**src/rtl/ddr3_rd_arbiter.sv**
```systemverilog
// Round-robin arbiter sharing one AXI4 read-address/read-data channel pair between two
// requesters; an in-order tag FIFO steers returning R bursts back to the owning port.
module ddr3_rd_arbiter #(
    parameter int ADDRS       = 27,
    parameter int REQID       = 4,
    parameter int WIDTH       = 32,
    parameter int OUTSTANDING = 4
) (
    input  logic             clock,
    input  logic             reset,
    input  logic             s0_arvalid,
    output logic             s0_arready,
    input  logic [ADDRS-1:0] s0_araddr,
    input  logic [REQID-1:0] s0_arid,
    input  logic [7:0]       s0_arlen,
    input  logic [1:0]       s0_arburst,
    output logic             s0_rvalid,
    input  logic             s0_rready,
    output logic             s0_rlast,
    output logic [1:0]       s0_rresp,
    output logic [REQID-1:0] s0_rid,
    output logic [WIDTH-1:0] s0_rdata,
    input  logic             s1_arvalid,
    output logic             s1_arready,
    input  logic [ADDRS-1:0] s1_araddr,
    input  logic [REQID-1:0] s1_arid,
    input  logic [7:0]       s1_arlen,
    input  logic [1:0]       s1_arburst,
    output logic             s1_rvalid,
    input  logic             s1_rready,
    output logic             s1_rlast,
    output logic [1:0]       s1_rresp,
    output logic [REQID-1:0] s1_rid,
    output logic [WIDTH-1:0] s1_rdata,
    output logic             m_arvalid,
    input  logic             m_arready,
    output logic [ADDRS-1:0] m_araddr,
    output logic [REQID-1:0] m_arid,
    output logic [7:0]       m_arlen,
    output logic [1:0]       m_arburst,
    input  logic             m_rvalid,
    output logic             m_rready,
    input  logic             m_rlast,
    input  logic [1:0]       m_rresp,
    input  logic [REQID-1:0] m_rid,
    input  logic [WIDTH-1:0] m_rdata,
    output logic             error_o
);
    localparam int PW = $clog2(OUTSTANDING);
    localparam logic [PW:0] FULL_CNT = (PW+1)'(OUTSTANDING);

    typedef enum logic {IDLE, ISSUE} state_t;

    state_t      state;
    logic        last_grant;
    logic        tag_mem [OUTSTANDING];
    logic [PW:0] wr_ptr;
    logic [PW:0] rd_ptr;
    logic [PW:0] count;
    logic        can_accept;
    logic        grant;
    logic        push;
    logic        pop;
    logic        head;
    logic        nonempty;

    always_comb begin
        count      = wr_ptr - rd_ptr;
        nonempty   = (count != '0);
        head       = tag_mem[rd_ptr[PW-1:0]];
        // count comes from registered pointers, so a same-cycle pop never frees a slot early
        can_accept = !reset && (state == IDLE) && (count < FULL_CNT);
        grant      = (s0_arvalid && s1_arvalid) ? ~last_grant : s1_arvalid;
        s0_arready = can_accept && s0_arvalid && !grant;
        s1_arready = can_accept && s1_arvalid && grant;
        push       = s0_arready || s1_arready;
        s0_rvalid  = m_rvalid && nonempty && !head;
        s1_rvalid  = m_rvalid && nonempty && head;
        m_rready   = nonempty && (head ? s1_rready : s0_rready);
        pop        = m_rvalid && m_rready && m_rlast;
    end

    assign s0_rlast = m_rlast;
    assign s0_rresp = m_rresp;
    assign s0_rid   = m_rid;
    assign s0_rdata = m_rdata;
    assign s1_rlast = m_rlast;
    assign s1_rresp = m_rresp;
    assign s1_rid   = m_rid;
    assign s1_rdata = m_rdata;

    always_ff @(posedge clock) begin
        if (reset) begin
            state      <= IDLE;
            m_arvalid  <= 1'b0;
            last_grant <= 1'b1;
            wr_ptr     <= '0;
            rd_ptr     <= '0;
            error_o    <= 1'b0;
        end else begin
            case (state)
                IDLE: begin
                    if (push) begin
                        m_arvalid  <= 1'b1;
                        last_grant <= grant;
                        state      <= ISSUE;
                    end
                end
                ISSUE: begin
                    if (m_arready) begin
                        m_arvalid <= 1'b0;
                        state     <= IDLE;
                    end
                end
                default: state <= IDLE;
            endcase
            if (push)
                wr_ptr <= wr_ptr + 1'b1;
            if (pop)
                rd_ptr <= rd_ptr + 1'b1;
            if (m_rvalid && !nonempty)
                error_o <= 1'b1;
        end
    end

    // Request payload and tag storage carry no reset; push is already blocked during reset.
    always_ff @(posedge clock) begin
        if (push) begin
            tag_mem[wr_ptr[PW-1:0]] <= grant;
            m_araddr  <= grant ? s1_araddr  : s0_araddr;
            m_arid    <= grant ? s1_arid    : s0_arid;
            m_arlen   <= grant ? s1_arlen   : s0_arlen;
            m_arburst <= grant ? s1_arburst : s0_arburst;
        end
    end
endmodule
```
**config.mk**
```make
export PLATFORM = sky130hd
export DESIGN_NAME = ddr3_rd_arbiter
export DESIGN_NICKNAME = d
export VERILOG_FILES = /design/src/rtl/ddr3_rd_arbiter.sv
export SDC_FILE = /design/constraint.sdc
export NUM_CORES = 1
export LEC_CHECK = 0
export ABC_AREA = 1
export BUFFER_PORTS_ARGS = -buffer_cell sky130_fd_sc_hd__buf_2
export CELL_PAD_IN_SITES_DETAIL_PLACEMENT = 1
export CELL_PAD_IN_SITES_GLOBAL_PLACEMENT = 1
export CORE_MARGIN = 4
export CORE_UTILIZATION = 24
export CTS_CLUSTER_SIZE = 8
export DETAILED_ROUTE_END_ITERATION = 7
export PLACE_DENSITY_LB_ADDON = 0.1
export SYNTH_ARGS = -nofsm -noshare
export SYNTH_HDL_FRONTEND = slang
export SYNTH_SLANG_ARGS = --single-unit
```
**constraint.sdc**
```tcl
create_clock -name clock -period 1.9 [get_ports clock]
set_input_delay 0.19 -clock clock [delete_from_list [all_inputs] [get_ports clock]]
set_output_delay 0.19 -clock clock [all_outputs]
set_load 0.05 [all_outputs]
```
# == Word-level counts from Yosys, hierarchy flattened ==
# Memories as Yosys holds them, arrays and structs flattened. A register that Yosys moved wholly into a read port is not among the register bits.
# Index checks and enable logic that the tools add are counted.
# totals
mem_bits_rw,4
register_bits,51
output_inout_bits,126
n_memories,1
latch_bits,0
romBits,0
wordCells,56
in_bits,129
# memory_table
memory,words,word_bits,rd,rd_ports_with_merged_regs,wr,line,source
tag_mem,4,1,1,1,1,56,logic tag_mem [OUTSTANDING];
# op_classes
n_addsub,3
n_div,0
n_reduce_logical,22
muxes,15
n_mul,0
bitwise_logic,2
n_lt_le_gt_ge,1
shifts,0
eq_ne,2
# op_table
op,n
$mux 27,1
$logic_and 1x1->1,14
$mux 8,1
$mux 1,7
$add 3x1->3 const B,2
$mux 2,3
$logic_not 1->1,4
$mux 4,1
$ne 2x2->1 const B,2
$pmux 1 s2,2
$reduce_and 2->1,2
$lt 3x3->1 const B,1
$reduce_bool 3->1,1
$sub 3x3->3,1
$not 1->1,2
$logic_or 1x1->1,1

# == Longest topological paths before layout ==
# Gate-level depths: netlist of run 1.
# depth
depth_word,8
ltp_mapped,12
mapped_depth_nobuf,12

# == Worst setup path before layout of run 1 ==
# Ideal clock, no wire load.
# synth_timing
kind,register -> output
start,register rd_ptr[1]
end,output s0_arready
stages_incl_launch_ff,9
t_arrival_ps,2119
required_ps,1710
n_path_buf,0
path_slack_ps,-409
path_cell_list,dfxtp_1 inv_1 ha_1 nand2_1 nand2_1 nand2_2 and2_4 nand2_1 nor3_1
# synth_between
elab_chain_cells,5
# synth_lines
element,line,source
start: declaration,58,logic [PW:0] rd_ptr;
start signal: assignment,120,rd_ptr <= rd_ptr + 1'b1;
$sub 3x3->3,68,count = wr_ptr - rd_ptr;
$lt 3x3->1,72,can_accept = !reset && (state == IDLE) && (count < FULL_CNT);
$logic_and 1x1->1,72,
$logic_and 1x1->1 (2 in a row),74,s0_arready = can_accept && s0_arvalid && !grant;
end: declaration,12,"output logic s0_arready,"
# No other way between the ends.

# == Final worst setup path of run 1 ==
# layout_timing
start,register wr_ptr[1]
end,output s1_arready
# layout_between
elab_chain_cells,5
# layout_lines
element,line,source
start: declaration,57,logic [PW:0] wr_ptr;
start signal: assignment,118,wr_ptr <= wr_ptr + 1'b1;
$sub 3x3->3,68,
$lt 3x3->1,72,
$logic_and 1x1->1,72,
$logic_and 1x1->1 (2 in a row),75,s1_arready = can_accept && s1_arvalid && grant;
end: declaration,24,"output logic s1_arready,"
# No other way between the ends.

==> results of run 1 <==
-- worst max-delay path by stage --
stage                      end  slack (ns)
global placement    s1_arready        0.11
CTS                 s1_arready       -0.05
floorplan           s0_arready        0.02
global route        s1_arready       -0.07
finish              s1_arready        0.02
detailed placement  s1_arready        0.08
-- final cells by class --
type / instances / area (µm²) / area share (%)
repair buffers: 155 / 871 / 21.5
well taps: 176 / 220 / 5.44
multi-input cells: 206 / 976 / 24.1
inverters: 24 / 95.1 / 2.35
flip-flops and latches: 57 / 1600 / 39.5
clock inverters: 6 / 60.1 / 1.48
clock buffers: 9 / 225 / 5.57
-- worst max-delay path, delay by kind of cell (launching register included) --
family / cells / cell delay, ns
AOI/OAI and AO/OA: 1 / 0.14
and+or+nand+nor: 5 / 0.41
buffers and inverters: 2 / 0.18
adders and majority gates: 1 / 0.25
DFF: 1 / 0.36
-- timing repair --
action                     in CTS  in global routing
hold buffers                    0                  0
setup endpoints to repair       5                  6
gates resized for setup        19                  7
pin swaps                       6                  4
setup buffers                   7                  2
-- per-layer routing --
layer,global-route usage (%),routed length [µm]
met2,22.9,5430
met3,4.81,882
met4,5.07,174
met1,12.5,3340
met5,0,0
-- cell usage after synthesis --
cell type	number
sky130_fd_sc_hd__buf_4	78
sky130_fd_sc_hd__o2111ai_1	1
sky130_fd_sc_hd__o21a_1	1
sky130_fd_sc_hd__a21oi_1	5
sky130_fd_sc_hd__and2_4	1
sky130_fd_sc_hd__nand2_1	153
sky130_fd_sc_hd__nand2_2	3
sky130_fd_sc_hd__o211ai_4	1
sky130_fd_sc_hd__ha_1	7
sky130_fd_sc_hd__xor2_1	2
sky130_fd_sc_hd__clkinv_4	1
sky130_fd_sc_hd__nand3_2	1
sky130_fd_sc_hd__inv_1	20
sky130_fd_sc_hd__buf_2	5
sky130_fd_sc_hd__nor2_1	21
sky130_fd_sc_hd__clkbuf_1	3
sky130_fd_sc_hd__nand3_1	4
sky130_fd_sc_hd__nor3_1	1
sky130_fd_sc_hd__inv_2	3
sky130_fd_sc_hd__dfxtp_1	12
sky130_fd_sc_hd__o21ai_0	3
sky130_fd_sc_hd__edfxtp_1	45
sky130_fd_sc_hd__nand3b_2	1
sky130_fd_sc_hd__nor2_2	1
-- registers in the layout, indices dropped and copies added (netlist names), named ones only --
signal / count
m_arburst: 2
state: 1
m_arlen: 8
tag_mem: 4
rd_ptr: 3
m_araddr: 27
last_grant: 1
error_o: 1
wr_ptr: 3
m_arid: 4
m_arvalid: 1
-- power by group --
| part | switching [W] | internal, W |
|---|---|---|
| registers | 0.0000567 | 0.00157 |
| logic | 0.00104 | 0.000433 |
| clock network | 0.000572 | 0.000999 |
| total | 0.00167 | 0.00300 |
-- kinds of logic after synthesis --
kind of cell               Yosys count  synth area share [%]
and+or+nand+nor                    186                  22.7
buffers and inverters              110                  22.2
DFF                                 57                  49.4
AOI/OAI and AO/OA                   11                  2.41
adders and majority gates            7                  2.72
xor gates and xnor gates             2                 0.543
-- through the flow --
stage | TNS, ns | instance area [µm²]
after floorplan | 0 | 3240
after global placement | 0 | 3620
after detailed placement | 0 | 3620
after CTS | -0.0460 | 4010
after global routing | -0.272 | 4050
final | 0 | 4050
==> impl_metrics.toml, run 1 <==
[final_layout]
layout.filler_cells = 1611
most_used_cells_in_the_layout_excluding_fill_and_tap_cells = "sky130_fd_sc_hd__nand2_1, sky130_fd_sc_hd__buf_2, sky130_fd_sc_hd__edfxtp_1"
mostFrequentLayoutCell = "sky130_fd_sc_hd__nand2_1"
layout_cell_share_with_drive_strength_beyond_1_pct = 44.0
area.growth.synth_to_final_pct = 25.5
nets = 589
diodes = 0
utilization_pct = 30.7
finalNonFillerCells = 633

[routing]
detailedRoute.firstIterationViolations = 66
dr.pass1.iters = 4
detail_route.vias_per_cell = 3.97
antenna_violating_nets_post_route = 0
totalWireLength_um = 9830
dr_vias = 2514
wl_per_cell_um = 15.5
drc = 0

[logic_synthesis]
netlist.area_leader.share_pct = 41.9
synth.lib_cells_used.distinct = 24
ys.warnings.count = 0
sequential_area_share_after_synthesis_pct = 49.4
syn_nets = 509
synthesis.area_um2 = 3220
netlist.top_cell.by_area = "sky130_fd_sc_hd__edfxtp_1"
syn_inst = 373
syn_area_per_cell_um2 = 8.64
synth_top_cells_by_area = "sky130_fd_sc_hd__edfxtp_1, sky130_fd_sc_hd__buf_4, sky130_fd_sc_hd__nand2_1"
flop_and_latch_count_out_of_synthesis = 57

[timing]
layout_worst_path_cycle_share_pct = 98.7
hold_slack_ns = 0.0862
hold_viol_final = 0
timing.fmax_mhz = 533
drv_slew = 0
shortest_period_the_worst_path_allows_ns = 1.88
worst_slew_pin_slew_ns = 0.453
timing.max_slew.rel_slack_pct = 69.8
finClkSkew_ns = 0.00600
setup_viol_count_final = 0
setup_ws_ns = 0.0240
grt_setup_unrepaired = "yes"

[run_status]
status = "finished clean"

[cts]
total_number_of_clock_tree_sinks = 57
cts_inserted_buffers = 9
clk_transition_reported_paths_ns = 0.05
cts_htree_levels = 3
clock_tree.buffer_depth = 2
cts_tree = "yes"
ctsRootBufferMaster = "sky130_fd_sc_hd__clkbuf_16"
insertion_delay_ns = 0.32

[placement]
portBuffers = 140
hpwl_um = 7850
gp_weighted_congestion = 0.687
dpl_worst_slack_ns = 0.0805
post-place-cells = 609

[floorplan]
placeableCoreArea_um2 = 13200
top_level_ports = 255
floorplan.initialDensity_pct = 24.4
num_rows = 42
die-height_um = 124
chipWidth_um = 124
floorplan.die_area_um2 = 15400

[critical_path]
max_stage_delay_ns = 0.36
crit_path_start_kind = "flop"
cpMaxStageDelayCell = "sky130_fd_sc_hd__dfxtp_4"
worst_path_most_repeated_cell = "sky130_fd_sc_hd__nand2_2"
timing.critical_path.fanout_max = 5
timing.rr.end = "m_araddr[12]$_DFFE_PP_"
timing.reg2reg.setup_slack_ns = 0.13
critical_path.startpoint = "wr_ptr[1]$_SDFFE_PP0P_"
r2r.worst_path.cells = 8
worstSetupEndpointType = "primary output"
worst-endpoint-arrival_ns = 1.69
setup.worst_path.class = "reg -> out"
crit_path_cell_trace = "ha_4 > a21oi_2 > nand2_2 > and2_4 > nand2_4 > nor2_4 > nand2_2 > inv_2 > buf_12"
worst-endpoint-required_ns = 1.71
reg2reg_from = "wr_ptr[1]$_SDFFE_PP0P_"

[global_routing]
grt_overflow = 0
grt_pass1_wl_um = 14100
largest_net_degree_at_the_start_of_global_routing = 42
total_track_usage_pct = 12.5
antenna_violations_before_repair = 0
grt_pass1_vias = 2532

[pwr]
power.density_nw_per_um2 = 1150
cellLeakagePower_nw = 2.00
total_power_w = 0.00467
vdd_ir_drop_max_mv = 0.441

[min_path]
min_to = "rd_ptr[2]$_SDFFE_PP0P_"
worst_hold_path.num_cells = 2
hold_path.class = "in -> reg"
holdCritStartpoint = "reset"

[run]
maxCapViolations = 0
(Power assumes the default switching activity.)
==> run 2, diff against run 1 <==
Settings changed: CORE_UTILIZATION 24 to 27.
Clock period 1.9 ns to 2 ns, I/O delays scaled along.
==> run 2 against run 1 <==
Critical path depth is 1 higher. Worst hold slack better by 0.023 ns. Die area is 10% lower. Global-route usage is 1.7 points higher. Critical path type unchanged.
==> impl_metrics.toml, run 2 (synthesis gave the netlist of run 1 again) <==
[timing]
shortest_period_the_worst_path_allows_ns = 1.93
layout_worst_path_cycle_share_pct = 96.5
hold_viol_final = 0
grt_setup_unrepaired = "yes"
timing.max_slew.rel_slack_pct = 69.6
hold_slack_ns = 0.109
worst_slew_pin_slew_ns = 0.454
setup_viol_count_final = 0
timing.fmax_mhz = 518
fin_setup_tns_ns = 0
finClkSkew_ns = 0.00741
drv_slew = 0

[placement]
gp_weighted_congestion = 0.713
post-place-cells = 576
portBuffers = 140
hpwl_um = 7960

[global_routing]
grt_overflow = 0
grt_pass1_wl_um = 14400
total_track_usage_pct = 14.2
grt_pass1_vias = 2669
antenna_violations_before_repair = 0
largest_net_degree_at_the_start_of_global_routing = 42

[routing]
drc = 0
dr_vias = 2529
wl_per_cell_um = 16.5
detailedRoute.firstIterationViolations = 74
totalWireLength_um = 9830
detail_route.vias_per_cell = 4.24
antenna_violating_nets_post_route = 0
dr.pass1.iters = 4

[final_layout]
seq_area_um2 = 1600
multi_input_area_um2 = 981
layout_cell_share_with_drive_strength_beyond_1_pct = 43.0
mostFrequentLayoutCell = "sky130_fd_sc_hd__nand2_1"
flip_flop_count_of_the_largest_register_all_copies_and_words_added = 27
diodes = 0
finalNonFillerCells = 596
most_used_cells_in_the_layout_excluding_fill_and_tap_cells = "sky130_fd_sc_hd__nand2_1, sky130_fd_sc_hd__buf_2, sky130_fd_sc_hd__edfxtp_1"
nets = 584
area.growth.synth_to_final_pct = 23.6
largestRegisters = "m_araddr: 27 flops, m_arlen: 8 flops"
layout.filler_cells = 1393
largest_register = "m_araddr"
utilization_pct = 34.4

[floorplan]
placeableCoreArea_um2 = 11600
die-height_um = 117
floorplan.initialDensity_pct = 27.9
num_rows = 39
floorplan.die_area_um2 = 13800
chipWidth_um = 117
top_level_ports = 255

[critical_path]
worst-endpoint-arrival_ns = 1.73
timing.rr.end = "m_arlen[1]$_DFFE_PP_"
setup.worst_path.class = "reg -> out"
worstSetupEndpointType = "primary output"
reg2reg_from = "wr_ptr[1]$_SDFFE_PP0P_"
worst-endpoint-required_ns = 1.80
timing.reg2reg.setup_slack_ns = 0.15
crit_path_start_kind = "flop"
timing.critical_path.fanout_max = 5
r2r.worst_path.cells = 8

[cts]
cts_tree = "yes"
ctsRootBufferMaster = "sky130_fd_sc_hd__clkbuf_16"
cts_hold_buf = 0
cts_htree_levels = 3
cts_inserted_buffers = 9
insertion_delay_ns = 0.33
total_number_of_clock_tree_sinks = 57
clock_tree.buffer_depth = 2
clk_transition_reported_paths_ns = 0.05

[pwr]
total_power_w = 0.00445
vdd_ir_drop_max_mv = 0.474
power.density_nw_per_um2 = 1120
cellLeakagePower_nw = 1.98

[run_status]
status = "finished clean"

[min_path]
holdCritStartpoint = "reset"
min_to = "wr_ptr[2]$_SDFFE_PP0P_"
hold_path.class = "in -> reg"
worst_hold_path.num_cells = 2

[run]
maxCapViolations = 0
## run 2: cell types whose count changed in the layout (fill, tap and decap cells not counted), moves of 2 or more
cell                         change
sky130_fd_sc_hd__nand2_1         +3
sky130_fd_sc_hd__buf_4           -6
sky130_fd_sc_hd__clkinvlp_4      +2
sky130_fd_sc_hd__nand2_2         -3
## run 2: layout make-up
| cell class | instances | share of cell area, % |
|---|---|---|
| tap | 143 | 4.49 |
| multi-input combinational | 206 | 24.6 |
| sequential | 57 | 40.1 |
| timing repair buffer | 150 | 20.9 |
| inverter | 24 | 2.39 |
| clock buffer | 9 | 5.65 |
| clock inverter | 7 | 1.76 |
## run 2: report_power, final
group	internal [W]	switching, W	leakage (nW)
Sequential	0.00149	0.0000612	0.525
Combinational	0.000399	0.000974	1.32
Clock	0.000960	0.000564	0.135
## run 2: per-stage QoR
step	area, µm²	setup WS [ns]
after floorplan	3230	0.0651
after global placement	3580	0.172
after detailed placement	3580	0.134
after CTS	3900	-0.0309
after global routing	3980	-0.0549
final	3980	0.0700
## run 2: worst max-delay path: stages (launching register included)
cell and delay [ns]:
sky130_fd_sc_hd__dfxtp_4 0.36, sky130_fd_sc_hd__ha_4 0.25, sky130_fd_sc_hd__nand2_1 0.07, sky130_fd_sc_hd__nand2_1 0.06
sky130_fd_sc_hd__nand2_2 0.07, sky130_fd_sc_hd__and2_4 0.16, sky130_fd_sc_hd__nand2_4 0.06, sky130_fd_sc_hd__nor2_4 0.11
sky130_fd_sc_hd__nand2_2 0.06, sky130_fd_sc_hd__inv_2 0.08, sky130_fd_sc_hd__buf_12 0.13
## run 2: per-layer routing
metal / vias to the layer above / track usage (%) / share of wire [%]
met1: 1157 / 14.6 / 34
li1: 1237 / - / -
met2: 117 / 25.6 / 56
met3: 18 / 5.81 / 7.8
met5: - / 0 / 0
met4: 0 / 5.50 / 2.3
## run 2: repair_timing
item | in CTS | in global routing
pin swaps | 0 | 4
gates cloned | 0 | 0
setup endpoints to repair | 5 | 5
gates resized for setup | 9 | 18
setup buffers | 1 | 3
## run 2: worst max path at each step
stage,to,cells past startpoint,from,slack (ns)
finish,s1_arready,10,wr_ptr[1]$_SDFFE_PP0P_,0.07
global route,s1_arready,12,wr_ptr[0]$_SDFFE_PP0P_,-0.05
CTS,s1_arready,11,rd_ptr[1]$_SDFFE_PP0P_,-0.03
detailed placement,wr_ptr[1]$_SDFFE_PP0P_,10,rd_ptr[1]$_SDFFE_PP0P_,0.13
global placement,wr_ptr[0]$_SDFFE_PP0P_,10,rd_ptr[1]$_SDFFE_PP0P_,0.17
floorplan,s1_rvalid,7,rd_ptr[1]$_SDFFE_PP0P_,0.07
==> run 3, diff against run 2 <==
Settings changed: CORE_ASPECT_RATIO from default to 1.2.
==> run 3 against run 2 <==
Combinational power about the same. Core utilization is 0.71 points lower. Die area hardly changed. Global-route usage fell by 0.75 points. Critical path type unchanged. Critical endpoint unchanged. Highest routed layer unchanged.
==> impl_metrics.toml, run 3 (synthesis gave the netlist of run 1 again) <==
[cts]
insertion_delay_ns = 0.32
cts_inserted_buffers = 9
ctsRootBufferMaster = "sky130_fd_sc_hd__clkbuf_16"
cts_tree = "yes"
total_number_of_clock_tree_sinks = 57
clk_transition_reported_paths_ns = 0.05
clock_tree.buffer_depth = 2
cts_htree_levels = 3
cts_hold_buf = 0

[final_layout]
final_design_area_no_fill_um2 = 3920
mostFrequentLayoutCell = "sky130_fd_sc_hd__nand2_1"
flip_flop_count_of_the_largest_register_all_copies_and_words_added = 27
layout.filler_cells = 1449
nets = 583
largestRegisters = "m_araddr: 27 flops, m_arlen: 8 flops"
utilization_pct = 33.7
largest_register = "m_araddr"
most_used_cells_in_the_layout_excluding_fill_and_tap_cells = "sky130_fd_sc_hd__nand2_1, sky130_fd_sc_hd__buf_2, sky130_fd_sc_hd__edfxtp_1"
area.growth.synth_to_final_pct = 21.6
diodes = 0
layout_cell_share_with_drive_strength_beyond_1_pct = 41.6

[routing]
antenna_violating_nets_post_route = 0
dr.pass1.iters = 4
drc = 0
detailedRoute.firstIterationViolations = 65
wl_per_cell_um = 14.7
totalWireLength_um = 8930
dr_vias = 2521
detail_route.vias_per_cell = 4.15

[pwr]
power.density_nw_per_um2 = 1070
total_power_w = 0.00420
cellLeakagePower_nw = 1.95
vdd_ir_drop_max_mv = 0.303

[timing]
finClkSkew_ns = 0.00588
worst_slew_pin_slew_ns = 0.444
fin_setup_tns_ns = 0
hold_viol_final = 0
layout_worst_path_cycle_share_pct = 94.6
timing.fmax_mhz = 529
grt_setup_unrepaired = "no"
hold_slack_ns = 0.0885
shortest_period_the_worst_path_allows_ns = 1.89
timing.max_slew.rel_slack_pct = 70.3
setup_viol_count_final = 0
drv_slew = 0

[placement]
portBuffers = 140
gp_weighted_congestion = 0.722
hpwl_um = 7150
detailed_place.area_um2 = 3580

[critical_path]
r2r.worst_path.cells = 11
setup.worst_path.class = "reg -> out"
worst-endpoint-arrival_ns = 1.69
reg2reg_from = "rd_ptr[1]$_SDFFE_PP0P_"
timing.reg2reg.setup_slack_ns = 0.19
timing.critical_path.fanout_max = 3
worst-endpoint-required_ns = 1.80
timing.rr.end = "state$_SDFF_PP0_"
crit_path_start_kind = "flop"
critical_path.startpoint = "rd_ptr[1]$_SDFFE_PP0P_"
worstSetupEndpointType = "primary output"

[floorplan]
num_rows = 43
top_level_ports = 255
chipWidth_um = 108
placeableCoreArea_um2 = 11600
floorplan.initialDensity_pct = 27.7
die-height_um = 128
floorplan.die_area_um2 = 13800

[min_path]
holdCritStartpoint = "reset"
hold_path.class = "in -> reg"
worst_hold_path.num_cells = 2
min_to = "rd_ptr[2]$_SDFFE_PP0P_"

[run]
maxCapViolations = 0

[global_routing]
total_track_usage_pct = 13.4
grt_pass1_vias = 2745
largest_net_degree_at_the_start_of_global_routing = 42
antenna_violations_before_repair = 0
grt_overflow = 0
grt_pass1_wl_um = 14000

[run_status]
status = "finished clean"
==> run 3: cell count changes in the layout (fill, tap and decap cells not counted), sizes merged <==
cell      delta
clkbuf       +3
buf          -1
bufinv       -1
clkinvlp     -3
inv          -1
==> run 3: per-stage QoR <==
stage / std cells / setup slack [ns]
2_1_floorplan: 373 / 0.0651
3_3_place_gp: 590 / 0.188
3_5_place_dp: 590 / 0.154
4_1_cts: 606 / 0.0156
5_1_grt: 607 / 0.000113
6_report: 607 / 0.108
==> run 3: worst max-delay path by stage <==
stage                     cells after the start  slack, ns    endpoint
after floorplan                               7       0.07   s1_rvalid
after global placement                       11       0.19  s1_arready
after detailed placement                     11       0.15  s1_arready
after CTS                                     8       0.02   s1_rvalid
after global routing                         11     0.0001  s1_arready
final                                        10       0.11  s1_arready
==> run 3: cell type report <==
class | instances | area (µm²) | area share [%]
flip-flops and latches | 57 | 1600 | 40.8
clock inverters | 2 | 7.51 | 0.191
repair buffers | 149 | 818 | 20.9
clock buffers | 12 | 236 | 6.03
multi-input cells | 206 | 968 | 24.7
well taps | 157 | 196 | 5.01
inverters | 24 | 95.1 | 2.43
==> run 3: critical path, stage by stage (launching register included) <==
cell                      delay (ns)
sky130_fd_sc_hd__dfxtp_2        0.33
sky130_fd_sc_hd__inv_2          0.04
sky130_fd_sc_hd__ha_4           0.24
sky130_fd_sc_hd__a21oi_2        0.16
sky130_fd_sc_hd__nand2_2        0.08
sky130_fd_sc_hd__and2_4         0.17
sky130_fd_sc_hd__nand2_4        0.07
sky130_fd_sc_hd__nor2_4         0.03
sky130_fd_sc_hd__nand2_2        0.06
sky130_fd_sc_hd__inv_2          0.04
sky130_fd_sc_hd__buf_8          0.14
==> run 3: repair_timing <==
item	CTS	global route
hold endpoints to repair	0	0
endpoints found under the setup margin	5	4
pin swaps	2	4
resized for setup	11	17
buffers inserted	2	1
==> run 3: report_power, final <==
part	switching, W	total, W	leakage (nW)	internal (W)
Combinational	0.000973	0.00137	1.31	0.000392
Clock	0.000474	0.00129	0.118	0.000813
Sequential	0.0000549	0.00155	0.525	0.00149
Total	0.00150	0.00420	1.95	0.00270
==> run 3: per-layer routing <==
layer  GRT usage [%]  vias up  routed length, µm
met2            24.3      116               4830
met4            6.69        0                336
met3            5.29       38                715
li1                -     1236                  -
met5               0        -                  0
met1            13.1     1131               3050
